--- config.mk ---
export PLATFORM = sky130hd
export DESIGN_NAME = serial_pe_feeder_flat
export DESIGN_NICKNAME = d
export VERILOG_FILES = /design/src/rtl/serial_pe_feeder_if.sv /design/src/rtl/serial_pe_feeder.sv /design/src/flat_wrapper.sv
export SDC_FILE = /design/constraint.sdc
export NUM_CORES = 1
export LEC_CHECK = 0
export CORE_MARGIN = 2
export CORE_UTILIZATION = 44
export CTS_BUF_LIST = sky130_fd_sc_hd__clkbuf_4 sky130_fd_sc_hd__clkbuf_8 sky130_fd_sc_hd__clkbuf_16
export CTS_CLUSTER_DIAMETER = 30
export CTS_CLUSTER_SIZE = 20
export DETAILED_ROUTE_END_ITERATION = 7
export DONT_BUFFER_PORTS = 1
export PLACE_DENSITY = 0.62
export SYNTH_ARGS = -nofsm -noshare
export SYNTH_HDL_FRONTEND = slang
export SYNTH_SLANG_ARGS = --single-unit
--- constraint.sdc ---
create_clock -name clk -period 3.08 [get_ports clk]
set_input_delay 0.616 -clock clk [delete_from_list [all_inputs] [get_ports clk]]
set_output_delay 0.616 -clock clk [all_outputs]
set_load 0.05 [all_outputs]
--- src/rtl/serial_pe_feeder_if.sv ---
// Buffer-read and PE-operand bundle between serial_pe_feeder (master) and the
// neuron/weight SRAMs plus serial_pe (slave).
interface serial_pe_feeder_if #(
  parameter int unsigned ADDR_W = 16
) ();
  logic              n_rd_en;
  logic [ADDR_W-1:0] n_addr;
  logic [15:0]       n_rdata;
  logic              w_rd_en;
  logic [ADDR_W-1:0] w_addr;
  logic [15:0]       w_rdata;
  logic [15:0]       pe_neuron;
  logic [15:0]       pe_weight;
  logic [1:0]        pe_ctl;
  logic              pe_vld;

  modport master (
    output n_rd_en, n_addr, w_rd_en, w_addr, pe_neuron, pe_weight, pe_ctl, pe_vld,
    input  n_rdata, w_rdata
  );

  modport slave (
    input  n_rd_en, n_addr, w_rd_en, w_addr, pe_neuron, pe_weight, pe_ctl, pe_vld,
    output n_rdata, w_rdata
  );
endinterface

--- src/rtl/serial_pe_feeder.sv ---
// Operand sequencer for serial_pe: streams num_vec dot products of vec_len pairs.
// Optional hold-stall counter enabled by SERIAL_PE_FEEDER_HOLD_CNT_EN.
module serial_pe_feeder #(
  parameter int unsigned ADDR_W = 16,
  parameter int unsigned LEN_W  = 8
) (
  input  logic                clk,
  input  logic                rst_n,
  input  logic                start,
  input  logic [LEN_W-1:0]    vec_len,
  input  logic [LEN_W-1:0]    num_vec,
  input  logic [ADDR_W-1:0]   neuron_base,
  input  logic [ADDR_W-1:0]   weight_base,
  input  logic                hold,
  serial_pe_feeder_if.master  bus,
  output logic                busy,
  output logic                done,
  output logic [31:0]         hold_cycles
);

  localparam logic [1:0] StIdle  = 2'd0;
  localparam logic [1:0] StRun   = 2'd1;
  localparam logic [1:0] StDrain = 2'd2;
  localparam logic [1:0] StDone  = 2'd3;

  logic [1:0]        state_q, state_d;
  logic [LEN_W-1:0]  vec_len_q, vec_len_d;
  logic [LEN_W-1:0]  num_vec_q, num_vec_d;
  logic [ADDR_W-1:0] neuron_base_q, neuron_base_d;
  logic [ADDR_W-1:0] weight_base_q, weight_base_d;
  logic [LEN_W-1:0]  i_q, i_d;
  logic [LEN_W-1:0]  j_q, j_d;
  logic [ADDR_W-1:0] wptr_q, wptr_d;
  logic              pe_vld_q, pe_vld_d;
  logic [1:0]        pe_ctl_q, pe_ctl_d;

  logic accept;
  logic issue;
  logic i_last;
  logic j_last;

  assign accept = (state_q == StIdle) && start;
  assign issue  = (state_q == StRun) && !hold;
  assign i_last = (i_q == vec_len_q - LEN_W'(1));
  assign j_last = (j_q == num_vec_q - LEN_W'(1));

  always_comb begin
    state_d       = state_q;
    vec_len_d     = vec_len_q;
    num_vec_d     = num_vec_q;
    neuron_base_d = neuron_base_q;
    weight_base_d = weight_base_q;
    i_d           = i_q;
    j_d           = j_q;
    wptr_d        = wptr_q;
    case (state_q)
      StIdle: begin
        if (start) begin
          vec_len_d     = vec_len;
          num_vec_d     = num_vec;
          neuron_base_d = neuron_base;
          weight_base_d = weight_base;
          i_d           = '0;
          j_d           = '0;
          wptr_d        = '0;
          state_d       = ((vec_len == '0) || (num_vec == '0)) ? StDone : StRun;
        end
      end
      StRun: begin
        if (!hold) begin
          wptr_d = wptr_q + ADDR_W'(1);
          if (i_last) begin
            i_d = '0;
            j_d = j_q + LEN_W'(1);
            if (j_last) state_d = StDrain;
          end else begin
            i_d = i_q + LEN_W'(1);
          end
        end
      end
      StDrain: state_d = StDone;
      StDone:  state_d = StIdle;
      default: state_d = StIdle;
    endcase
  end

  // ctl is zeroed on idle beats so the PE never sees a stray first/last flag.
  always_comb begin
    pe_vld_d = issue;
    pe_ctl_d = issue ? {i_last, (i_q == '0)} : 2'b00;
  end

  always_ff @(posedge clk or negedge rst_n) begin
    if (!rst_n) begin
      state_q       <= StIdle;
      vec_len_q     <= '0;
      num_vec_q     <= '0;
      neuron_base_q <= '0;
      weight_base_q <= '0;
      i_q           <= '0;
      j_q           <= '0;
      wptr_q        <= '0;
      pe_vld_q      <= 1'b0;
      pe_ctl_q      <= 2'b00;
    end else begin
      state_q       <= state_d;
      vec_len_q     <= vec_len_d;
      num_vec_q     <= num_vec_d;
      neuron_base_q <= neuron_base_d;
      weight_base_q <= weight_base_d;
      i_q           <= i_d;
      j_q           <= j_d;
      wptr_q        <= wptr_d;
      pe_vld_q      <= pe_vld_d;
      pe_ctl_q      <= pe_ctl_d;
    end
  end

  assign bus.n_rd_en   = issue;
  assign bus.w_rd_en   = issue;
  assign bus.n_addr    = issue ? (neuron_base_q + ADDR_W'(i_q)) : '0;
  assign bus.w_addr    = issue ? (weight_base_q + wptr_q) : '0;
  assign bus.pe_neuron = bus.n_rdata;
  assign bus.pe_weight = bus.w_rdata;
  assign bus.pe_vld    = pe_vld_q;
  assign bus.pe_ctl    = pe_ctl_q;

  assign busy = (state_q != StIdle);
  assign done = (state_q == StDone);

`ifdef SERIAL_PE_FEEDER_HOLD_CNT_EN
  logic [31:0] hold_cnt_q, hold_cnt_d;

  always_comb begin
    hold_cnt_d = hold_cnt_q;
    if (accept) begin
      hold_cnt_d = '0;
    end else if ((state_q == StRun) && hold && (hold_cnt_q != 32'hFFFF_FFFF)) begin
      hold_cnt_d = hold_cnt_q + 32'd1;
    end
  end

  always_ff @(posedge clk or negedge rst_n) begin
    if (!rst_n) hold_cnt_q <= '0;
    else        hold_cnt_q <= hold_cnt_d;
  end

  assign hold_cycles = hold_cnt_q;
`else
  assign hold_cycles = 32'd0;
`endif

endmodule

--- src/flat_wrapper.sv ---
// flat-port wrapper written by rule: the top's interface ports become plain ports
module serial_pe_feeder_flat 
#(
  parameter int unsigned ADDR_W = 16,
  parameter int unsigned LEN_W  = 8
)
  (clk, rst_n, start, vec_len, num_vec, neuron_base, weight_base, hold, busy, done, hold_cycles, bus_n_rd_en, bus_n_addr, bus_w_rd_en, bus_w_addr, bus_pe_neuron, bus_pe_weight, bus_pe_ctl, bus_pe_vld, bus_n_rdata, bus_w_rdata);
  serial_pe_feeder_if #(.ADDR_W(ADDR_W)) bus_i ();
  input  logic clk;
  input  logic rst_n;
  input  logic start;
  input  logic [LEN_W-1:0] vec_len;
  input  logic [LEN_W-1:0] num_vec;
  input  logic [ADDR_W-1:0] neuron_base;
  input  logic [ADDR_W-1:0] weight_base;
  input  logic hold;
  output logic busy;
  output logic done;
  output logic [31:0] hold_cycles;
  output wire logic [$bits(bus_i.n_rd_en)-1:0] bus_n_rd_en;
  output wire logic [$bits(bus_i.n_addr)-1:0] bus_n_addr;
  output wire logic [$bits(bus_i.w_rd_en)-1:0] bus_w_rd_en;
  output wire logic [$bits(bus_i.w_addr)-1:0] bus_w_addr;
  output wire logic [$bits(bus_i.pe_neuron)-1:0] bus_pe_neuron;
  output wire logic [$bits(bus_i.pe_weight)-1:0] bus_pe_weight;
  output wire logic [$bits(bus_i.pe_ctl)-1:0] bus_pe_ctl;
  output wire logic [$bits(bus_i.pe_vld)-1:0] bus_pe_vld;
  input wire logic [$bits(bus_i.n_rdata)-1:0] bus_n_rdata;
  input wire logic [$bits(bus_i.w_rdata)-1:0] bus_w_rdata;
  assign bus_n_rd_en = bus_i.n_rd_en;
  assign bus_n_addr = bus_i.n_addr;
  assign bus_w_rd_en = bus_i.w_rd_en;
  assign bus_w_addr = bus_i.w_addr;
  assign bus_pe_neuron = bus_i.pe_neuron;
  assign bus_pe_weight = bus_i.pe_weight;
  assign bus_pe_ctl = bus_i.pe_ctl;
  assign bus_pe_vld = bus_i.pe_vld;
  assign bus_i.n_rdata = bus_n_rdata;
  assign bus_i.w_rdata = bus_w_rdata;
  serial_pe_feeder #(.ADDR_W(ADDR_W), .LEN_W(LEN_W)) u_core (.clk(clk), .rst_n(rst_n), .start(start), .vec_len(vec_len), .num_vec(num_vec), .neuron_base(neuron_base), .weight_base(weight_base), .hold(hold), .bus(bus_i), .busy(busy), .done(done), .hold_cycles(hold_cycles));
endmodule
# After elaboration in Yosys (flattened, before gate mapping)
# Index checks and enable logic that the tools add are counted.
# classes
n_eq_ne	9
muxes	19
n_reduce_logical	13
addsub	7
# op_table
cell	n
2-to-1 mux 16 bit	4
2-to-1 mux 8 bit	5
case mux 16 bit (2 select lines)	1
case mux 8 bit (2 select lines)	2
zero test 8 bit	3
adder 16 x 1 -> 16 bit, second input constant	1
adder 16 bit	1
adder 16 x 8 -> 16 bit	1
adder 8 x 1 -> 8 bit, second input constant	2
== test 8 bit	2
subtractor 8 x 1 -> 8 bit, second input constant	2
2-to-1 mux 2 bit	6
case mux 2 bit (4 select lines)	1
AND reduction 4 bit	2
== test 2 bit, second input constant	2
inequality test 2 x 1 -> 1 bit, second input constant	2
inequality test 2 bit, second input constant	2
nonzero test 2 bit	2
AND reduction 3 bit	1
== test 2 x 1 -> 1 bit, second input constant	1
zero test 2 bit	1
AND reduction 2 bit	1
logical AND 1 bit	1
zero test 1 bit	1
logical OR 1 bit	1
# word_totals
input_bits	84
output_inout_bits	103
elab_cells	58
reg_bits	85

# Longest topological paths before layout
# logic_depth
word_depth	6
depth_mapped	11
depth_no_buf	9

# Least setup slack after synthesis
# Ideal clock, no wire load.
# synth_timing
path_type	register -> output
startpoint	register u_core.wptr_q[0]
endpoint	output port bus_w_addr[14]
arrival_ps	2897
path_slack_ps	-433
required_ps	2464
stages_incl_launch_ff	10
path_cell_list	dfrtp_1 ha_1 fa_1 a21o_1 a21oi_1 o21a_1 nor4b_1 o41ai_1 nand3_1 a21oi_1
# synth_between
elab_chain_len	2
# synth_rtl
item	line	source
start: declaration	serial_pe_feeder.sv:33	logic [ADDR_W-1:0] wptr_q, wptr_d;
start signal: assignment	serial_pe_feeder.sv:113	wptr_q <= wptr_d;
adder 16 bit	serial_pe_feeder.sv:122	assign bus.w_addr = issue ? (weight_base_q + wptr_q) : '0;
2-to-1 mux 16 bit	serial_pe_feeder.sv:122	
end: declaration	flat_wrapper.sv:23	output wire logic [$bits(bus_i.w_addr)-1:0] bus_w_addr;
# No other way between the ends.

# Worst setup path in the final report
# layout_timing
startpoint	register u_core.i_q[0]
endpoint	output port bus_n_addr[8]
# layout_between
elab_chain_len	2
# layout_rtl
item	line	source
start: declaration	serial_pe_feeder.sv:31	logic [LEN_W-1:0] i_q, i_d;
start signal: assignment	serial_pe_feeder.sv:111	i_q <= i_d;
adder 16 x 8 -> 16 bit	serial_pe_feeder.sv:121	assign bus.n_addr = issue ? (neuron_base_q + ADDR_W'(i_q)) : '0;
2-to-1 mux 16 bit	serial_pe_feeder.sv:121	
end: declaration	flat_wrapper.sv:21	output wire logic [$bits(bus_i.n_addr)-1:0] bus_n_addr;
# No other way between the ends.

==> results.md <==
- DRT antenna net count: 0
- Vias in the first global route: 4526
- Failing checks: negative setup slack
- Combinational fraction of design power: 27.6%
- CP Class: reg -> out
- Total congestion overflow: 0
- DRT Wirelength: 14100 microns
- Min-delay worst type: in -> async
- Largest net degree at the start of global routing: 86
- Fin. Hold Viols: 0
- H-tree Lvls: 3
- Worst-path clk slew: 70 ps
- Clock latency on the worst-skew pair: 340 ps
- Number of enable flip-flop cells after synthesis: 0
- Layout cells sized above 1: 33.5%
- Root Driver: clkbuf_16
- Worst slew pin tran: 521 ps
- Fin nets: 770
- N_diodes: 0
- Core area: 13100 sq um
- GR Util All Layers: 19.9%
- Row cnt: 42
- Crit Path Max Fanout: 3
- RR Startpoint: u_core.vec_len_q[1]
- Leak pwr: 3.41 nW
- Vias/cell: 5.36
- WL/cell: 17.0 microns
- Predominant post-synthesis flop cell: dfrtp_1
- Maximum capacitance violations: 0
- Setup Viol. Count Final: 11
- Yosys warnings: 0
- Initial antenna violation count: 0
- DRT Pass-1 Iters: 4
- Switching part of the total: 34.5%
- Total number of vias: 4456
- Final period utilization: 109%
- IO Count: 187
- Gate count of the mapped netlist: 611
- Synth-to-Final Area Change: 23.3%
- Worst EP required: 2460 ps
- Syn avg cell area: 9.56 sq um
- First-pass GRT wire length: 22400 microns
- Worst Path Arrival: 2740 ps
- Switching power total: 1.14 mW
- Fmax: 0.298 GHz
- Worst Skew: 9.98 ps
- Placer congestion estimate: 0.841
- Most frequent cells in the layout: 80 x dfrtp_1, 51 x nor2_1, 49 x mux2_2
- Clock Sinks: 85
- PnR Total Power: 3.31 mW
- Die W: 119 microns
- Slack of the critical path: -276 ps
- Netlist Area Pre-Place: 5840 sq um
- Residual DRC: 0
- Initial Util: 44.7%
- Final Max Slew Viols: 0
- Peak VDD IR: 0.000288 V
- Slew margin rel.: 65.0%
- Register area share after synthesis: 36.4%
- Status: finished, violations left
- Crit path launch type: flip-flop
- Die H: 119 microns
- CTS tree: built
- Ys async rst share: 100%
- Hpwl dp: 9910 microns
- CTS buffer count: 9
- Seq cells post-synth: 85
- Die Footprint: 14200 sq um
- Fillers: 1111
- Cell Int Power: 2.17 mW
- Most common cell after layout, fill and taps aside: dfrtp_1
- Max clock buf depth: 2
- Seq pwr share: 39.1%
- RSZ-0062 raised after global routing: true
- Crit path launch: u_core.i_q[0]
- P per Cell Area: 459 nW/um^2
- Clock network power share: 33.3%
- Critical Path Sink Type: primary output
- DRT iter0 DRCs: 184
- Post-layout min period: 3360 ps
- PortBufs: 0
- Synth cell types: 54
- Setup Total Neg Slack: -1830 ps
power groups by stage:
| stage | registers, mW | logic (mW) | clock network, mW |
|---|---|---|---|
| 4_1_cts | 1.29 | 0.833 | 1.14 |
| 3_5_place_dp | 1.30 | 0.777 | 0 |
| 5_1_grt | 1.30 | 0.981 | 1.18 |
| 6_report | 1.29 | 0.912 | 1.10 |
| 3_3_place_gp | 1.30 | 0.750 | 0 |
| 2_1_floorplan | 1.29 | 0.697 | 0 |
synthesized netlist by cell type, drive strengths merged (3+ instances only):
library cell  number  share of area (%)
nand3             16                1.4
or4                4               0.58
a31oi              5               0.54
clkbuf            11               0.71
nor4               7               0.75
inv               19                1.2
xnor2             25                3.7
o21ai             20                1.7
and2               8               0.86
or3                6               0.64
a21o              12                1.5
dfrtp             85                 36
o22ai              3               0.32
a211oi             6               0.86
nor2              59                3.8
nand4             11                1.3
xor2              36                5.4
nor3               9               0.77
o21bai             4               0.51
buf               72                8.9
and4               3               0.47
and3               7               0.75
nand2             37                2.4
nand2b             4               0.43
a21oi             24                2.1
o211ai             6               0.77
o21a               4               0.51
ha                33                7.1
mux2              49                9.4
mux2i              4               0.69
logic make-up after synthesis:
logic type	after synthesis	synth area share, %
AOI/OAI and AO/OA	95	10.6
xor gates and xnor gates	61	9.14
adders and majority gates	35	7.75
buffers and inverters	102	10.9
DFF	85	36.4
muxes	53	10.1
other	1	0.0642
and+or+nand+nor	179	15.1
final cells by class:
class | instances | area [sq um] | share of cell area, %
repair buffers | 81 | 897 | 12.5
well taps | 176 | 220 | 3.06
clock buffers | 9 | 225 | 3.13
flip-flops and latches | 85 | 2130 | 29.6
clock inverters | 7 | 75.1 | 1.04
inverters | 19 | 71.3 | 0.990
multi-input cells | 455 | 3580 | 49.7
layer usage:
layer	vias up	GRT usage, %	wire (microns)	share of wire (%)
li1	2112	-	-	-
met1	2161	24.0	5790	41
met2	144	33.0	7180	51
met3	39	5.60	856	6.1
met4	0	8.71	314	2.2
met5	-	0	0	0
state kept, by name, summed over array words and instances (netlist names):
| signal | cells |
|---|---|
| u_core.neuron_base_q | 16 |
| u_core.vec_len_q | 8 |
| u_core.bus.pe_ctl | 2 |
| u_core.i_q | 8 |
| u_core.weight_base_q | 16 |
| u_core.num_vec_q | 8 |
| u_core.j_q | 8 |
| u_core.state_q | 2 |
| u_core.bus.pe_vld | 1 |
| u_core.wptr_q | 16 |
critical path, stage by stage, from the launching register on:
cell and delay [ps]:
dfrtp_1 380, ha_2 200, fa_2 350, a21o_1 200, a21oi_2 160, o21bai_1 100, a2111o_1 450, nand2_2 130
buf_6 110, xnor2_2 70, nor2_4 120, buf_12 150
metrics by stage:
stage | util [%] | hold slack [ps] | worst slack, ps | cells | area [sq um]
6_report | 55.1 | 167 | -276 | 832 | 7210
3_5_place_dp | 48.1 | 323 | -102 | 788 | 6300
5_1_grt | 55.1 | 189 | -376 | 832 | 7210
4_1_cts | 52.7 | 194 | -256 | 819 | 6890
2_1_floorplan | - | 320 | -210 | 642 | 6020
3_3_place_gp | 48.1 | 322 | -56.6 | 788 | 6300
path summary, 6_finish.rpt:
| kind | cells past startpoint | end | slack [ps] |
|---|---|---|---|
| setup / recovery | 11 | bus_n_addr[8] | -280 |
| hold / removal | 1 | u_core.weight_base_q[6] | 170 |
| setup reg to reg | 7 | u_core.j_q[3] | 360 |
| hold reg to reg | 1 | u_core.neuron_base_q[7] | 510 |
| max in group asynchronous | 1 | u_core.wptr_q[2] | 2560 |
| min in group clk | 1 | u_core.weight_base_q[2] | 420 |
what timing repair did:
item | 4_1_cts | 5_1_grt
buffers inserted | 15 | 18
hold endpoints to repair | 85 | 0
gates cloned | 0 | 0
gates resized for setup | 36 | 48
pin swaps | 32 | 27
endpoints found under the setup margin | 18 | 25
hold buffers | 1 | 0
(Power assumes the default switching activity.)
